### config.mk
export PLATFORM = sky130hd
export DESIGN_NAME = peg_l2_rs_rmii_tx_sched
export DESIGN_NICKNAME = d
export VERILOG_FILES = /design/src/rtl/peg_l2_rs_rmii_tx_sched.sv
export SDC_FILE = /design/constraint.sdc
export NUM_CORES = 1
export LEC_CHECK = 0
export BUFFER_PORTS_ARGS = -buffer_cell sky130_fd_sc_hd__buf_2
export CAP_MARGIN = 40
export CORE_ASPECT_RATIO = 0.6
export CORE_MARGIN = 5
export CORE_UTILIZATION = 51
export DETAILED_ROUTE_END_ITERATION = 8
export GPL_ROUTABILITY_DRIVEN = 0
export HOLD_SLACK_MARGIN = 0.12
export PLACE_DENSITY = 0.8
export REMOVE_ABC_BUFFERS = 1
export SLEW_MARGIN = 20
export SYNTH_ARGS = -nofsm -noshare
export SYNTH_HDL_FRONTEND = slang
export SYNTH_SLANG_ARGS = --single-unit
### constraint.sdc
create_clock -name rmii_ref_clk -period 2.2 [get_ports rmii_ref_clk]
set_input_delay 0.44 -clock rmii_ref_clk [delete_from_list [all_inputs] [get_ports rmii_ref_clk]]
set_output_delay 0.44 -clock rmii_ref_clk [all_outputs]
set_load 0.01 [all_outputs]
### src/rtl/peg_l2_rs_rmii_tx_sched.sv
// peg_l2_rs_rmii_tx_sched: transmit-side RMII reconciliation sequencer.
// Takes MAC TX packet words and drives the RMII TX pins through
// preamble/SFD, LSB-first dibit payload, underrun abort and inter-frame gap.
// 10 and 100 Mbps modes; the speed is latched when a frame starts.
// Optional frame statistics counters: define PEG_L2_RMII_TX_STATS_EN.
module peg_l2_rs_rmii_tx_sched #(
  parameter int unsigned PKT_DATA_W = 64,
  parameter int unsigned IFG_DIBITS = 48,
  parameter int unsigned NBYTES_W   = $clog2(PKT_DATA_W/8)
) (
  input  logic                  rmii_ref_clk,
  input  logic                  rst,
  input  logic                  config_rs_mii_speed_100_n_10,
  input  logic                  pkt_valid,
  input  logic                  pkt_sop,
  input  logic                  pkt_eop,
  input  logic [PKT_DATA_W-1:0] pkt_data,
  input  logic [NBYTES_W-1:0]   pkt_nbytes,
  input  logic                  pkt_error,
  output logic                  pkt_ready,
  output logic                  rmii_tx_en,
  output logic [1:0]            rmii_txd,
  output logic                  tx_underrun,
  output logic                  tx_busy
`ifdef PEG_L2_RMII_TX_STATS_EN
  ,
  output logic [15:0]           stat_tx_frames,
  output logic [15:0]           stat_tx_underruns,
  output logic [15:0]           stat_tx_err_frames
`endif
);

  localparam int unsigned DIBITS_PER_WORD = PKT_DATA_W / 2;
  // 4*nbytes dibits fits exactly in NBYTES_W+2 bits
  localparam int unsigned DCNT_W          = NBYTES_W + 2;
  localparam int unsigned IFG_W           = $clog2(IFG_DIBITS + 1);

  localparam logic [DCNT_W-1:0] FULL_LAST = DCNT_W'(DIBITS_PER_WORD - 1);
  localparam logic [IFG_W-1:0]  IFG_LAST  = IFG_W'(IFG_DIBITS - 1);
  localparam logic [4:0]        PRE_LAST  = 5'd31;
  localparam logic [3:0]        DIV_LAST  = 4'd9;

  typedef enum logic [2:0] {
    IDLE_S,
    PRE_S,
    DATA_S,
    DROP_S,
    IFG_S
  } state_t;

  state_t                state_q, state_nxt;
  logic                  speed100_q, speed100_nxt;
  logic [3:0]            div_q, div_nxt;
  logic [4:0]            pre_q, pre_nxt;
  logic [DCNT_W-1:0]     dcnt_q, dcnt_nxt;
  logic [DCNT_W-1:0]     last_q, last_nxt;
  logic                  eop_q, eop_nxt;
  logic [IFG_W-1:0]      ifg_q, ifg_nxt;
  logic [PKT_DATA_W-1:0] shift_q, shift_nxt;
  logic                  tx_en_nxt;
  logic [1:0]            txd_nxt;

  logic                  step;
  logic                  start_frame;
  logic                  load_word;
  logic                  underrun;
  logic                  frame_done;

  // Index of the last dibit to send from a freshly accepted word.
  function automatic logic [DCNT_W-1:0] word_last(input logic                eop,
                                                  input logic [NBYTES_W-1:0] nb);
    if (eop && (nb != '0)) begin
      word_last = {nb, 2'b00} - DCNT_W'(1);
    end else begin
      word_last = FULL_LAST;
    end
  endfunction

  // Dibit strobe: every cycle at 100 Mbps, every tenth cycle at 10 Mbps.
  always_comb begin
    step = speed100_q | (div_q == DIV_LAST);
  end

  // Busy everywhere except idle.
  always_comb begin
    tx_busy = (state_q != IDLE_S);
  end

  // Next-state, pin and handshake decode.
  always_comb begin
    state_nxt    = state_q;
    speed100_nxt = speed100_q;
    div_nxt      = (state_q == IDLE_S || step) ? '0 : div_q + 4'd1;
    pre_nxt      = pre_q;
    dcnt_nxt     = dcnt_q;
    last_nxt     = last_q;
    eop_nxt      = eop_q;
    ifg_nxt      = ifg_q;
    shift_nxt    = shift_q;
    tx_en_nxt    = rmii_tx_en;
    txd_nxt      = rmii_txd;
    pkt_ready    = 1'b0;
    start_frame  = 1'b0;
    load_word    = 1'b0;
    underrun     = 1'b0;
    frame_done   = 1'b0;

    unique case (state_q)
      IDLE_S: begin
        if (pkt_valid) begin
          if (pkt_sop) begin
            start_frame = 1'b1;
          end else begin
            pkt_ready = 1'b1;
          end
        end
      end

      PRE_S: begin
        if (step) begin
          if (pre_q == PRE_LAST) begin
            pkt_ready = 1'b1;
            if (pkt_valid) begin
              load_word = 1'b1;
            end else begin
              underrun = 1'b1;
            end
          end else begin
            pre_nxt = pre_q + 5'd1;
            txd_nxt = (pre_q == PRE_LAST - 5'd1) ? 2'b11 : 2'b01;
          end
        end
      end

      DATA_S: begin
        if (step) begin
          if (dcnt_q == last_q) begin
            if (eop_q) begin
              frame_done = 1'b1;
              state_nxt  = IFG_S;
              tx_en_nxt  = 1'b0;
              txd_nxt    = 2'b00;
              ifg_nxt    = '0;
            end else begin
              pkt_ready = 1'b1;
              if (pkt_valid) begin
                load_word = 1'b1;
              end else begin
                underrun = 1'b1;
              end
            end
          end else begin
            dcnt_nxt  = dcnt_q + DCNT_W'(1);
            txd_nxt   = shift_q[1:0];
            shift_nxt = shift_q >> 2;
          end
        end
      end

      DROP_S: begin
        pkt_ready = 1'b1;
        if (pkt_valid && pkt_eop) begin
          state_nxt = IFG_S;
          ifg_nxt   = '0;
          div_nxt   = '0;
        end
      end

      IFG_S: begin
        if (step) begin
          if (ifg_q == IFG_LAST) begin
            // A sop already waiting starts its preamble on the step that
            // closes the gap, so the gap is exactly IFG_DIBITS long.
            if (pkt_valid && pkt_sop) begin
              start_frame = 1'b1;
            end else begin
              state_nxt = IDLE_S;
            end
          end else begin
            ifg_nxt = ifg_q + IFG_W'(1);
          end
        end
      end

      default: begin
        state_nxt = IDLE_S;
        tx_en_nxt = 1'b0;
        txd_nxt   = 2'b00;
      end
    endcase

    if (start_frame) begin
      state_nxt    = PRE_S;
      speed100_nxt = config_rs_mii_speed_100_n_10;
      div_nxt      = '0;
      pre_nxt      = '0;
      tx_en_nxt    = 1'b1;
      txd_nxt      = 2'b01;
    end

    // The first dibit of a new word goes straight to the pins; the rest
    // waits in the shift register, so words follow with no gap dibit.
    if (load_word) begin
      state_nxt = DATA_S;
      dcnt_nxt  = '0;
      last_nxt  = word_last(pkt_eop, pkt_nbytes);
      eop_nxt   = pkt_eop;
      shift_nxt = pkt_data >> 2;
      tx_en_nxt = 1'b1;
      txd_nxt   = pkt_data[1:0];
    end

    if (underrun) begin
      state_nxt = DROP_S;
      tx_en_nxt = 1'b0;
      txd_nxt   = 2'b00;
    end
  end

  always_comb begin
    tx_underrun = underrun;
  end

  // State, counters, shift register and registered RMII pins.
  always_ff @(posedge rmii_ref_clk) begin
    if (rst) begin
      state_q    <= IDLE_S;
      speed100_q <= 1'b0;
      div_q      <= '0;
      pre_q      <= '0;
      dcnt_q     <= '0;
      last_q     <= '0;
      eop_q      <= 1'b0;
      ifg_q      <= '0;
      shift_q    <= '0;
      rmii_tx_en <= 1'b0;
      rmii_txd   <= 2'b00;
    end else begin
      state_q    <= state_nxt;
      speed100_q <= speed100_nxt;
      div_q      <= div_nxt;
      pre_q      <= pre_nxt;
      dcnt_q     <= dcnt_nxt;
      last_q     <= last_nxt;
      eop_q      <= eop_nxt;
      ifg_q      <= ifg_nxt;
      shift_q    <= shift_nxt;
      rmii_tx_en <= tx_en_nxt;
      rmii_txd   <= txd_nxt;
    end
  end

`ifdef PEG_L2_RMII_TX_STATS_EN
  logic frame_err_q;

  // Saturating frame/underrun/error-frame counters.
  always_ff @(posedge rmii_ref_clk) begin
    if (rst) begin
      frame_err_q        <= 1'b0;
      stat_tx_frames     <= '0;
      stat_tx_underruns  <= '0;
      stat_tx_err_frames <= '0;
    end else begin
      if (start_frame) begin
        frame_err_q <= 1'b0;
      end else if (load_word && pkt_error) begin
        frame_err_q <= 1'b1;
      end
      if (frame_done && (stat_tx_frames != '1)) begin
        stat_tx_frames <= stat_tx_frames + 16'd1;
      end
      if (frame_done && frame_err_q && (stat_tx_err_frames != '1)) begin
        stat_tx_err_frames <= stat_tx_err_frames + 16'd1;
      end
      if (underrun && (stat_tx_underruns != '1)) begin
        stat_tx_underruns <= stat_tx_underruns + 16'd1;
      end
    end
  end
`endif

endmodule

==> metrics.md, run 1 <==
| Metric | Value |
|---|---|
| Int Power | `0.00267 W` |
| Mux contribution to synthesized area | `0.429%` |
| TritonCTS Buffers | `9` |
| FFs w/ async S/R, synth | `0%` |
| Nets | `716` |
| Share of the synthesized area in the top cell type | `40.3%` |
| HP Class | `input pin to register` |
| Post-synthesis compound-gate area fraction | `8.52%` |
| WP buf/inv | `1` |
| Flop pwr share | `49.8%` |
| Largest family of logic cells by synthesized area | `simple AND/OR/NAND/NOR gates` |
| WS Path Type | `register to output port` |
| RSZ-0062 raised after global routing | `true` |
| Lkg Pwr | `2.30 nW` |
| Setup violators final | `2` |
| Failing checks | `setup timing` |
| Fin crit period | `2.40 ns` |
| CTS tree | `built` |
| DRC viols | `0` |
| CP arrival | `1.96 ns` |
| Gr usage total | `19.0%` |
| Max Cap Viol | `0` |
| Final Max Tran Viols | `0` |
| Power, Total | `0.00344 W` |
| Drt total wl | `10.8 mm` |
| Kind of cell adding the most delay to the critical path | `simple AND/OR/NAND/NOR gates` |
| Initial antenna violation count | `0` |
| Congestion Overflow GR | `0` |
| CP max FO | `5` |
| Cell chain of the critical path | `or3_4, a211o_1, o21ai_2, nand3_2, nor2_2, buf_2` |
| ANT cells | `0` |
| Switching power | `0.000769 W` |
| Maximum root-to-sink buffer count | `2` |
| Initial Util | `51.6%` |
| IO Pins | `80` |
| Share of cells above drive strength 1 | `30.6%` |
| Via count | `4158` |
| # rows | `27` |
| Post-synth EDFFs | `0` |
| Post-DP HPWL | `7.63 mm` |
| Peak VDD IR | `0.000373 V` |
| Most area-consuming cells after synthesis | `dfxtp_1 40%, nor4_2 16%, nor2_1 16%` |
| Die Span X | `134 um` |
| Mapped Area | `4670 um2` |
| Crit-path slowest cell | `dfxtp_1` |
| Buffers on Ports | `78` |
| Clock Power Share | `45.0%` |
| Clock Root Buffer | `clkbuf_16` |
| Synth Area in Simple Gates | `41.2%` |
| Mapped Cells | `555` |
| Run status | `finished, violations left` |
| H-tree Lvls | `3` |
| Final Cycle Share | `109%` |
| Distinct cell type count after synthesis | `48` |
| First-pass DRT Iterations | `5` |
| Dpl ws | `0.0530 ns` |
| DRT antenna net count | `0` |
| Drt first-iter violations | `296` |
| Pwr dens | `612 nW/um2` |
| Crit path capture type | `output port` |
| Syn-to-layout area delta | `20.3%` |
| Die area | `11200 um2` |
| Synth area leader | `dfxtp_1` |
| Post-synthesis adder-cell area fraction | `2.41%` |
| Seq cells post-synth | `94` |
| Vias in the first global route | `3872` |
| YS warnings | `0` |
| Sw frac | `22.4%` |
| Post-synthesis sequential area ratio | `40.3%` |
| Max Freq | `417 MHz` |
| Slowest stage delay, CP | `0.36 ns` |
| Final hold viol count | `0` |
| Fillcell total | `771` |
| Wire length per cell | `14.4 um` |
| Slew HR | `62.5%` |
| Die height | `84.1 um` |
| Measured slew at the worst slew-check pin | `0.556 ns` |
| Xor/xnor cell area share of the yosys netlist | `2.63%` |
| First-pass GRT wire length | `18.0 mm` |
| Vias per cell | `5.51` |
| Setup slack after layout | `-0.198 ns` |
| Worst-Skew Late Latency | `0.34 ns` |
| Synth Flop Type | `dfxtp_1` |
| Req. time, crit path | `1.76 ns` |
| Comb pwr share | `5.3%` |
| Type of origin of the critical path | `register` |
| Clock skew | `0.00689 ns` |
| Largest net degree at the start of global routing | `64` |
| Clk pin slew, worst setup/hold paths | `0.06 ns` |
| CTS Sinks | `94` |
| Mapped Avg Cell Area | `8.42 um2` |
| Core area | `9050 um2` |
final timing paths:
kind                 end  cells past startpoint  slack, ns     startpoint
max          tx_underrun                      6      -0.20      dcnt_q[1]
min            last_q[2]                      2       0.30  pkt_nbytes[0]
max reg2reg    last_q[3]                      9       0.07      dcnt_q[1]
min reg2reg  shift_q[61]                      2       0.47    shift_q[61]
final cells by class:
cell class	count	area, um2	area share, %
multi-input cells	418	2620	46.7
clock buffers	10	229	4.07
clock inverters	6	70.1	1.25
inverters	8	30.0	0.534
flip-flops and latches	94	1890	33.6
well taps	116	145	2.58
repair buffers	102	636	11.3
metal layers:
| metal | GRT usage [%] | vias up | wire, um |
|---|---|---|---|
| met5 | 0 | - | 0 |
| met4 | 5.14 | 0 | 134 |
| met3 | 5.33 | 11 | 714 |
| met2 | 30.8 | 118 | 5140 |
| met1 | 25.0 | 1954 | 4860 |
| li1 | - | 2075 | - |
cell usage after synthesis (5+ instances only):
cell type  count
a211oi_1       5
a21oi_1       18
and3_1         5
buf_6          6
clkbuf_1      25
dfxtp_1       94
ha_1           9
inv_1          8
nand2_1       16
nand3_1       13
nor2_1       197
nor3_1        15
nor4_2        60
o21ai_0        9
xnor2_1        8
xor2_1         6
per-stage QoR:
stage               utilization (%)  instances  cell area [um2]  hold slack, ns  TNS (ns)
floorplan                         -        520             4490           0.442    -34.97
global placement               58.0        735             5250           0.454         0
finish                         62.1        754             5620           0.299    -0.351
detailed placement             58.0        735             5250           0.460         0
global route                   62.1        754             5620           0.290    -0.546
CTS                            61.6        753             5580           0.290    -0.288
sequential cells by signal (all words and copies together) (netlist names):
name and cells:
shift_q 62, ifg_q 6, dcnt_q 5, pre_q 5, div_q 4, last_q 4
state_q 3, rmii_txd 2, eop_q 1, rmii_tx_en 1, speed100_q 1
placed cells by master, fill, tap and decap left out, types with 3 or more instances in the layout:
master and n:
inv_1 8, nor3_1 14, nor4_2 60, a311oi_1 3
xnor2_1 8, xor2_1 6, clkbuf_16 9, buf_2 77
and3_1 5, or3_1 3, o21ai_0 8, nor4_1 3
dfxtp_2 3, nand4_1 3, nand3_1 12, buf_4 20
o21a_1 3, a21oi_1 18, nor2_1 196, o211a_1 3
buf_12 5, a211oi_1 4, nand2b_1 3, nand3b_1 4
clkinvlp_4 3, ha_1 8, nand2_1 15, dfxtp_1 91
power groups by stage:
stage,Sequential (W),Combinational (W),Clock (W)
5_1_grt,0.00171,0.000197,0.00168
2_1_floorplan,0.00175,0.0000438,0
3_5_place_dp,0.00175,0.000176,0
6_report,0.00171,0.000181,0.00155
4_1_cts,0.00171,0.000178,0.00159
3_3_place_gp,0.00175,0.000172,0
cell families (layout without fill, tap and decap cells):
| family | count (synthesis) | after routing |
|---|---|---|
| AO/OA/AOI/OAI | 57 | 57 |
| flip-flops | 94 | 94 |
| XOR/XNOR | 14 | 14 |
| multiplexers | 2 | 2 |
| buffers and inverters | 43 | 126 |
| AND/OR/NAND/NOR | 336 | 336 |
| adder cells (fa/ha/maj) | 9 | 9 |
timing repair:
item                                    4_1_cts  5_1_grt
cloned                                        0        0
hold buffers                                  0        0
endpoints found under the setup margin        2       17
resized for setup                             6        9
pin swaps                                     0        2
setup buffers                                 2        1
worst reg2reg max path, stage by stage (launching register included):
cell and delay (ns):
dfxtp_1 0.36, or3_4 0.34, a211o_1 0.30, o21ai_2 0.17
nand3_2 0.15, buf_4 0.18, buf_4 0.12, buf_4 0.14
nor3_4 0.14, a211oi_1 0.10
No activity file was read; power rests on OpenSTA's default activity.
==> inputs of run 2 (changes only) <==
--- a/config.mk
+++ b/config.mk
@@ -5,15 +5,16 @@
 export SDC_FILE = /design/constraint.sdc
 export NUM_CORES = 1
 export LEC_CHECK = 0
+export ABC_AREA = 1
 export BUFFER_PORTS_ARGS = -buffer_cell sky130_fd_sc_hd__buf_2
 export CAP_MARGIN = 40
-export CORE_ASPECT_RATIO = 0.6
+export CORE_ASPECT_RATIO = 0.9
 export CORE_MARGIN = 5
 export CORE_UTILIZATION = 51
 export DETAILED_ROUTE_END_ITERATION = 8
 export GPL_ROUTABILITY_DRIVEN = 0
 export HOLD_SLACK_MARGIN = 0.12
-export PLACE_DENSITY = 0.8
+export PLACE_DENSITY = 0.81
 export REMOVE_ABC_BUFFERS = 1
 export SLEW_MARGIN = 20
 export SYNTH_ARGS = -nofsm -noshare
==> run 2 against run 1 <==
Against the previous run:
- the run still ends with setup timing left
- via count up 2.3%
- critical path depth is 5 higher
- register-to-register slack better by 0.08 ns
- hold slack got worse by 0.014 ns
- die area shrank 1.9%
- sequential share of layout area up 0.76 points
- fmax is 4.0% higher
- clock skew about the same
- final area fell by 2.1%
- non-clock buffer count is 1 lower
- sequential power is 8% higher
- count of clock-buffer cells in the layout down 1
- critical path type unchanged
- critical endpoint is now pkt_ready
- largest power group unchanged
- highest routed layer unchanged
==> metrics.md, run 2 <==
| Metric | Value |
|---|---|
| Run status | `finished, violations left` |
| Failing checks | `setup timing` |
| TNS Setup | `-0.153 ns` |
| DP Cell Count | `792` |
| DRT antenna net count | `0` |
| Slew HR | `71.8%` |
| RSZ-0062 raised after global routing | `true` |
| Clock skew | `0.00683 ns` |
| Fillcell total | `766` |
| Commonest cells post-synth | `160 x nor2_1, 94 x dfxtp_1, 64 x o21ai_0` |
| Register area | `1890 um2` |
| First-pass GRT wire length | `17.8 mm` |
| Pwr dens | `753 nW/um2` |
| Final Max Tran Viols | `0` |
| Largest registers | `shift_q (62), ifg_q (6)` |
| Synth area leader | `dfxtp_1` |
| Initial Util | `52.9%` |
| Vias in the first global route | `4192` |
| Clock Root Buffer | `clkbuf_8` |
| Power, Total | `0.00414 W` |
| Area of the multi-input gates | `2460 um2` |
| First-pass DRT Iterations | `5` |
| YS warnings | `0` |
| Mapped Avg Cell Area | `7.49 um2` |
| Highest-count cells in the layout ignoring fill and taps | `158 x nor2_1, 90 x dfxtp_1, 78 x buf_2, 64 x o21ai_0, 62 x nand2_1` |
| Type of origin of the critical path | `register` |
| WP depth | `11` |
| CP arrival | `1.86 ns` |
| Measured slew at the worst slew-check pin | `0.422 ns` |
| Req. time, crit path | `1.76 ns` |
| Via count | `4254` |
| Share of cells above drive strength 1 | `28.2%` |
| Nets | `780` |
| Clk pin slew, worst setup/hold paths | `0.08 ns` |
| Hold buffer count at CTS | `0` |
| Die Span X | `110 um` |
| ANT cells | `0` |
| Initial antenna violation count | `0` |
| Max reg flops | `62` |
| IO Pins | `80` |
| Die height | `100 um` |
| Cell chain of the critical path | `ha_4, inv_2, nor2_2, ha_2, inv_2, o21ai_4, nand2_4, nor2_4, inv_2, o311ai_1, buf_2` |
| Hold Path Cell Cnt | `2` |
| Final Cycle Share | `105%` |
| WS Path Type | `register to output port` |
| Share of the synthesized area in the top cell type | `40.9%` |
| Peak VDD IR | `0.000409 V` |
| CTS tree | `built` |
| Maximum root-to-sink buffer count | `2` |
| Fin crit period | `2.30 ns` |
| TritonCTS Buffers | `9` |
| Buffers on Ports | `78` |
| Dpl ws | `0.103 ns` |
| Crit-path slowest cell | `dfxtp_2` |
| Core area | `8690 um2` |
| Wire length per cell | `13.0 um` |
| Gr usage total | `19.6%` |
| Mapped Area | `4600 um2` |
| Dominant cell by count in the synthesized netlist | `nor2_1` |
| Kind of cell adding the most delay to the critical path | `flip-flops` |
| CP max FO | `2` |
| Most common cell after layout, fill and taps aside | `nor2_1` |
| Post-DP HPWL | `7.26 mm` |
| Die area | `11000 um2` |
| Reg with most FFs | `shift_q` |
| Distinct cell type count after synthesis | `36` |
| Setup slack after layout | `-0.105 ns` |
| Reg2Reg Depth | `13` |
| H-tree Lvls | `3` |
| # rows | `32` |
| Worst-Skew Late Latency | `0.36 ns` |
| Setup violators final | `2` |
| Max Cap Viol | `0` |
| FFs w/ async S/R, synth | `0%` |
| HP Class | `input pin to register` |
| Slowest stage delay, CP | `0.36 ns` |
| DRC viols | `0` |
| Most area-consuming cells after synthesis | `dfxtp_1 41%, nor2_1 13%, nor3_2 11%` |
| Cell Count, Final, Fillers Out | `818` |
| WP buf/inv | `4` |
| Final hold viol count | `0` |
| Post-synthesis sequential area ratio | `40.9%` |
| Synth Flop Type | `dfxtp_1` |
| Vias per cell | `5.20` |
| Lkg Pwr | `2.26 nW` |
| Post-synth EDFFs | `0` |
| Largest net degree at the start of global routing | `61` |
| Most Frequent Cell on Critical Path | `inv_2` |
| Congestion Overflow GR | `0` |
| Max Freq | `434 MHz` |
| Drt first-iter violations | `216` |
| Syn-to-layout area delta | `19.6%` |
| Mapped Cells | `614` |
| Crit path capture type | `output port` |
| CTS Sinks | `94` |
| Drt total wl | `10.6 mm` |
| Seq cells post-synth | `94` |
## run 2: cell types whose count changed after synthesis, sizes merged, moves of 35 or more
cell | before | now
nor3 | 15 | 64
nand2 | 16 | 70
inv | 8 | 43
nor2 | 199 | 162
o21ai | 11 | 70
nor4 | 63 | 0
## run 2: logic make-up (layout without fill, tap and decap cells)
family,after synthesis,in the layout,share of synthesized area [%]
AND/OR/NAND/NOR,333,333,36.8
AO/OA/AOI/OAI,94,94,10.6
flip-flops,94,94,40.9
buffers and inverters,72,157,6.88
XOR/XNOR,12,12,2.29
adder cells (fa/ha/maj),9,9,2.45
## run 2: layout make-up
cell class                      count  share of cell area [%]
Clock buffer                        9                    2.25
Clock inverter                      4                    1.80
Inverter                           43                    2.94
Multi-Input combinational cell    448                    44.8
Sequential cell                    94                    34.3
Tap cell                          119                    2.71
Timing Repair Buffer              101                    11.2
## run 2: timing repair
action / 4_1_cts / 5_1_grt
gates cloned: 0 / 1
pin swaps: 5 / 9
buffers inserted: 9 / 3
gates resized for setup: 10 / 11
endpoints found under the setup margin: 2 / 63
## run 2: routing by layer
metal,vias up,track usage [%],part of all wire (%)
met5,-,0,0
met4,0,4.92,1.3
met3,14,5.85,6.3
met2,135,33.7,48
met1,1948,24.0,45
li1,2157,-,-
## run 2: final timing paths
kind                      start           to  slack [ns]
hold reg to reg      speed100_q   speed100_q        0.46
setup reg to reg       pre_q[1]  shift_q[44]        0.15
setup / recovery       pre_q[1]    pkt_ready       -0.10
hold / removal    pkt_nbytes[0]    last_q[2]        0.29
## run 2: power by group
part           switching (W)  internal [W]  total (W)
clock               0.000583      0.000739    0.00132
sequential         0.0000681       0.00178    0.00185
combinational       0.000619      0.000350   0.000969
## run 2: metrics by stage
| step | utilization, % | hold slack (ns) | area [um2] |
|---|---|---|---|
| floorplan | - | 0.432 | 4440 |
| global placement | 58.5 | 0.439 | 5080 |
| detailed placement | 58.5 | 0.448 | 5080 |
| CTS | 62.1 | 0.276 | 5390 |
| global route | 63.3 | 0.278 | 5500 |
| finish | 63.3 | 0.285 | 5500 |
## run 2: worst reg2reg max path: cells and delay by family (launching register included)
| kind | cells | cell delay [ns] |
|---|---|---|
| AO/OA/AOI/OAI | 1 | 0.19 |
| adder cells (fa/ha/maj) | 2 | 0.31 |
| buffers and inverters | 6 | 0.66 |
| flip-flops | 1 | 0.36 |
| AND/OR/NAND/NOR | 4 | 0.41 |
